--- src/rtl/pwm_capture.sv ---
// PWM receiver: synchronises an asynchronous PWM line and publishes coherent
// {period, high_time} pairs in clk cycles, with a sticky dead-line timeout.
module pwm_capture #(
  parameter int unsigned WIDTH   = 32,
  parameter logic [31:0] TIMEOUT = 32'd2_000_000
) (
  input  logic             clk,
  input  logic             reset,
  input  logic             pwm_in,
  output logic [WIDTH-1:0] period,
  output logic [WIDTH-1:0] high_time,
  output logic             valid,
  output logic             timeout,
  output logic             locked
);

  typedef enum logic [1:0] {
    WAIT_LOW  = 2'd0,
    WAIT_RISE = 2'd1,
    HIGH      = 2'd2,
    LOW       = 2'd3
  } state_t;

  localparam logic [WIDTH-1:0] LIMIT_C = WIDTH'(TIMEOUT);
  localparam logic [WIDTH-1:0] ZERO_C  = {WIDTH{1'b0}};
  localparam logic [WIDTH-1:0] ONE_C   = {{(WIDTH-1){1'b0}}, 1'b1};

  logic             s1_q, s2_q, s3_q;
  logic [1:0]       prime_q;
  state_t           state_q, state_d;
  logic [WIDTH-1:0] cnt_q, cnt_d;
  logic [WIDTH-1:0] hi_tmp_q, hi_tmp_d;
  logic [WIDTH-1:0] period_q, period_d;
  logic [WIDTH-1:0] high_q, high_d;
  logic             valid_q, valid_d;
  logic             timeout_q, timeout_d;
  logic             locked_q, locked_d;
  logic             rise_s, fall_s, at_limit_s;

  assign rise_s     = s2_q & ~s3_q;
  assign fall_s     = ~s2_q & s3_q;
  assign at_limit_s = (cnt_q == LIMIT_C);

  // Three-flop synchroniser; prime_q marks when s2 holds a real sample, so a
  // line that is high through reset release is not mistaken for being low.
  always_ff @(posedge clk) begin
    if (reset) begin
      s1_q    <= 1'b0;
      s2_q    <= 1'b0;
      s3_q    <= 1'b0;
      prime_q <= 2'b00;
    end else begin
      s1_q    <= pwm_in;
      s2_q    <= s1_q;
      s3_q    <= s2_q;
      prime_q <= {prime_q[0], 1'b1};
    end
  end

  // Measurement state and registered outputs
  always_ff @(posedge clk) begin
    if (reset) begin
      state_q   <= WAIT_LOW;
      cnt_q     <= ZERO_C;
      hi_tmp_q  <= ZERO_C;
      period_q  <= ZERO_C;
      high_q    <= ZERO_C;
      valid_q   <= 1'b0;
      timeout_q <= 1'b0;
      locked_q  <= 1'b0;
    end else begin
      state_q   <= state_d;
      cnt_q     <= cnt_d;
      hi_tmp_q  <= hi_tmp_d;
      period_q  <= period_d;
      high_q    <= high_d;
      valid_q   <= valid_d;
      timeout_q <= timeout_d;
      locked_q  <= locked_d;
    end
  end

  // Next-state logic; in HIGH the limit outranks a fall, because a period
  // whose high phase alone reaches the limit can never be accepted.
  always_comb begin
    state_d   = state_q;
    cnt_d     = cnt_q;
    hi_tmp_d  = hi_tmp_q;
    period_d  = period_q;
    high_d    = high_q;
    valid_d   = 1'b0;
    timeout_d = timeout_q;
    locked_d  = locked_q;
    case (state_q)
      WAIT_LOW: begin
        cnt_d = ZERO_C;
        if (prime_q[1] && !s2_q) begin
          state_d = WAIT_RISE;
        end else begin
          state_d = WAIT_LOW;
        end
      end
      WAIT_RISE: begin
        if (rise_s) begin
          cnt_d   = ONE_C;
          state_d = HIGH;
        end else begin
          cnt_d   = ZERO_C;
          state_d = WAIT_RISE;
        end
      end
      HIGH: begin
        if (at_limit_s) begin
          timeout_d = 1'b1;
          locked_d  = 1'b0;
          cnt_d     = ZERO_C;
          state_d   = WAIT_LOW;
        end else if (fall_s) begin
          hi_tmp_d = cnt_q;
          cnt_d    = cnt_q + ONE_C;
          state_d  = LOW;
        end else begin
          cnt_d = cnt_q + ONE_C;
        end
      end
      LOW: begin
        if (rise_s) begin
          period_d  = cnt_q;
          high_d    = hi_tmp_q;
          valid_d   = 1'b1;
          locked_d  = 1'b1;
          timeout_d = 1'b0;
          cnt_d     = ONE_C;
          state_d   = HIGH;
        end else if (at_limit_s) begin
          timeout_d = 1'b1;
          locked_d  = 1'b0;
          cnt_d     = ZERO_C;
          state_d   = WAIT_LOW;
        end else begin
          cnt_d = cnt_q + ONE_C;
        end
      end
      default: begin
        cnt_d   = ZERO_C;
        state_d = WAIT_LOW;
      end
    endcase
  end

  assign period    = period_q;
  assign high_time = high_q;
  assign valid     = valid_q;
  assign timeout   = timeout_q;
  assign locked    = locked_q;

endmodule

--- config.mk ---
export PLATFORM = sky130hd
export DESIGN_NAME = pwm_capture
export DESIGN_NICKNAME = d
export VERILOG_FILES = /design/src/rtl/pwm_capture.sv
export SDC_FILE = /design/constraint.sdc
export NUM_CORES = 1
export LEC_CHECK = 0
export ABC_AREA = 1
export BUFFER_PORTS_ARGS = -buffer_cell sky130_fd_sc_hd__buf_2
export CAP_MARGIN = 0
export CORE_MARGIN = 5
export CORE_UTILIZATION = 40
export DETAILED_ROUTE_END_ITERATION = 12
export GPL_TIMING_DRIVEN = 0
export PLACE_DENSITY_LB_ADDON = 0.1
export SKIP_LAST_GASP = 1
export SLEW_MARGIN = 10
export SYNTH_ARGS = -nofsm -noshare
export SYNTH_HDL_FRONTEND = slang
export SYNTH_SLANG_ARGS = --single-unit
--- constraint.sdc ---
create_clock -name clk -period 3 [get_ports clk]
set_input_delay 0 -clock clk [delete_from_list [all_inputs] [get_ports clk]]
set_output_delay 0 -clock clk [all_outputs]
set_load 0.02 [all_outputs]
==> impl_summary.md <==
Critical path
In this run the worst path has a maximum fanout of 10. The endpoint required time on the critical path is 3.35 ns. The category of the worst setup path launch point is a flip-flop. The largest single stage delay on the critical path is 0.42 ns. Among all stages on the critical path, the largest delay is contributed by dfxtp_1. In this design, the critical path's most frequently occurring cell is nor2_2. The gate family responsible for the most delay along the worst path is simple AND/OR/NAND/NOR gates. Walking the worst path, the cells encountered are inv_1 -> ha_1 -> nand3_1 -> nand3b_1 -> nor2_2 -> nor2_4 -> buf_6 -> nor2_2 -> nor2_1. The arrival time of the worst setup path is 2.10 ns.

The type of element capturing the critical path is a flip-flop. The worst setup path is of the reg -> reg kind. The critical path contains buffers and inverters numbering 2 combined.

Die
The horizontal extent of the die is approximately 130 µm. For this design the top-level I/O count stands at 70. The region available for standard cell placement spans 14400 µm². The die area is 17100 µm². The number of standard-cell rows in the floorplan is 44. The initial cell density of the core is 40.4%. In this run the vertical extent of the chip is 131 µm.

Yosys
The sequential share of the synthesized area is 47.4%. In this run, synthesis inferred 0 flip-flops with an integrated enable. The most area-hungry cell type in the Yosys netlist is dfxtp_1. The number of nets in the synthesized netlist is 790. The mean cell area of the mapped netlist is 7.43 µm². The synthesized flop and latch total is approximately 140. After synthesis, the most frequently instantiated cells are nand2_1, dfxtp_1, nor2_1, nand3_1, inv_1.

Yosys attributes the largest share of cell area to dfxtp_1, nand2_1, nor2_1. Synthesis instantiated 28 different standard cells from the library. The proportion of netlist area held by the largest area contributor is between 40% and 50%. After technology mapping, the gate count stands at 785. The share of flip-flops with an asynchronous set or reset after synthesis is 0%. The most used flip-flop cell after synthesis is dfxtp_1. Yosys instantiated no cell more often than nand2_1. Yosys printed 0 warnings. In this run the cell area of the synthesized design comes to 5830 µm².

Place
The post-placement setup slack is 1.27 ns. Summing all placed instances gives a cell area of 6400 µm². The count of buffers added on input and output ports is 68. At the end of routability-driven placement, the weighted congestion stood at 0.875. The post-detailed-placement half-perimeter wirelength is ~12000 µm.

Timing
The tightest slew margin relative to the limit is 60.8%. Across the routed clock network, the largest skew measured is 0.00795 ns. Setup violations remaining at the end of the flow were counted as 0.

The number of endpoints with negative hold slack in the final report is 0. Timing would allow up to 0.570 GHz. The share of the clock period used by the worst path is 58.5%. The final-report max-slew violation count is 0. Hold timing on the final database bottoms out at a slack of slightly above 0.4 ns. Setup repair after global routing left no endpoint under its margin. The worst setup slack after layout is 1.25 ns. For the pin with the worst max-slew slack, the measured transition is 0.588 ns. The setup total negative slack is 0 ns. After layout, the minimum clock period comes to 1.75 ns.

Routing
The total DRC errors in the routed layout is 0. The number of design-rule violations left by the first detailed-router iteration is between 200 and 300. The total wire length after detailed routing is 15600 µm. After detailed routing, the average wire length per cell comes to 14.6 µm. After detailed routing, the number of vias per cell comes to about 4.8.

The total number of vias is 5155. The number of iterations in the first detailed-routing pass is 4. The remaining antenna violation count is 0.

Clock tree
The count of clock tree sinks is 138. The root buffer cell is clkbuf_16. The clock latency on the worst-skew pair is 0.42 ns.

The worst-case clock buffer depth is 2. The clock tree synthesis step divided the H-tree into 4 levels. The post-CTS clock slew at the launch and capture registers of the worst setup and hold paths is 0.06 ns. TritonCTS built the clock tree.

The number of setup buffers added after CTS is 0. The number of buffers inserted during clock tree synthesis is 17.

Pwr
Across the VDD grid, the largest voltage drop is 0.000351 V. The analysis attributes to net switching a power of 830 µW. The sequential fraction of design power is 47.0%.

Of the total power, combinational logic draws 1.5%. The static power due to leakage is 2.92 nW. The clock network accounts for about 50% of the total power.

The switching part of the total power is a little over a fifth. The areal power density over the cells is 560 nW/µm². The internal power is 3.09 mW.

Global routing
After global routing the overflow that remains totals 0. The overall routing resource usage is 19.3%. The first global-routing pass estimated between 20000 and 30000 µm of wire. The initial antenna violation count came to 0.

Entering global routing, the biggest net connects 17 pins. The number of global-route vias before repair is 5037.

Finish
The layout overhead on the synthesized area is 20.0%. The final net count is 880. After routing the design area is 7000 µm².

Fill cells in the final layout number 1510. Of the cells placed in the final design, the portion with a size suffix greater than 1 is 21.3%. The repair_antennas step left the layout with diodes totalling 0.

Outcome
The run finished with clean final reports.

Job
The max-capacitance violation count is 0.

Hold path
The class of the worst hold path is reg -> reg.
through the flow:
stage	total power [mW]	instances	util (%)
6_report	3.92	1071	48.5
5_1_grt	4.05	1071	48.5
4_1_cts	3.96	1071	48.5
3_5_place_dp	1.94	1037	44.4
3_3_place_gp	1.94	1037	44.4
2_1_floorplan	1.92	785	-
tightest hold or removal path, stage by stage (launching register included):
cell     delay [ns]
dfxtp_1        0.29
inv_1          0.04
nor2_1         0.03
path summary, 6_finish.rpt:
kind                        from                         to  slack (ns)  depth (start not counted)
max          cnt_q[0]$_SDFF_PP0_  hi_tmp_q[19]$_SDFFE_PP0P_        1.25                          9
min              s1_q$_SDFF_PP0_            s2_q$_SDFF_PP0_        0.40                          2
max reg2reg  cnt_q[0]$_SDFF_PP0_  hi_tmp_q[19]$_SDFFE_PP0P_        1.25                          9
min reg2reg      s1_q$_SDFF_PP0_            s2_q$_SDFF_PP0_        0.40                          2
routing by layer:
layer / vias to the layer above / track usage [%] / share of wire [%]
met5: - / 0 / 0
met4: 0 / 8.11 / 2.5
met2: 98 / 31.3 / 47
met3: 27 / 3.74 / 4.6
li1: 2674 / - / -
met1: 2356 / 25.2 / 45
state kept, by name, summed over array words and instances, names as in the netlist:
register	cells
hi_tmp_q	32
cnt_q	32
high_time	32
s2_q	1
period	32
locked	1
prime_q	2
s1_q	1
state_q	2
valid	1
timeout	1
s3_q	1
logic make-up after synthesis:
group	synth area share, %
xor gates and xnor gates	2.40
adders and majority gates	0.429
DFF	47.4
AOI/OAI and AO/OA	3.65
and+or+nand+nor	38.8
buffers and inverters	7.32
power by group through the flow:
stage | Combinational (mW) | Clock [mW] | Sequential (mW)
after floorplan | 0.0413 | 0 | 1.88
after global placement | 0.0556 | 0 | 1.88
after detailed placement | 0.0561 | 0 | 1.88
after CTS | 0.0592 | 2.06 | 1.84
after global routing | 0.0679 | 2.14 | 1.84
final | 0.0582 | 2.02 | 1.84
placed cells by master (no fill, tap or decap):
master,n
nand4_1,7
xnor2_1,1
a211oi_1,1
dlygate4sd3_1,3
clkinv_4,1
clkbuf_16,17
clkinvlp_4,2
inv_1,43
nand2_2,1
buf_4,5
nand3_1,96
nor2_2,25
clkinv_2,7
nor2_1,133
inv_6,1
buf_6,6
nand4_2,1
nand3b_1,1
clkbuf_8,1
dfxtp_1,138
ha_1,2
xor2_1,15
buf_1,6
o21ai_1,14
o21ai_0,24
nand3_2,20
nor2_4,5
a21oi_1,3
bufinv_16,2
clkbuf_1,8
nand3_4,1
nand2_1,195
nor3b_2,1
buf_2,79
inv_2,14
nor3_1,8
what timing repair did:
action | 4_1_cts | 5_1_grt
resized for setup | 0 | 0
hold buffers | 3 | 0
hold endpoints to repair | 6 | 0
cell type report:
| cell class | instances | area, µm² | share of cell area (%) |
|---|---|---|---|
| sequential | 138 | 2760 | 39.5 |
| multi-input combinational | 554 | 2640 | 37.8 |
| clock buffer | 18 | 439 | 6.27 |
| timing repair buffer | 71 | 370 | 5.29 |
| tap | 184 | 230 | 3.29 |
| inverter | 57 | 214 | 3.06 |
| buffer | 36 | 213 | 3.04 |
| clock inverter | 13 | 128 | 1.82 |
Note: power is estimated with default switching activity, not from simulation.
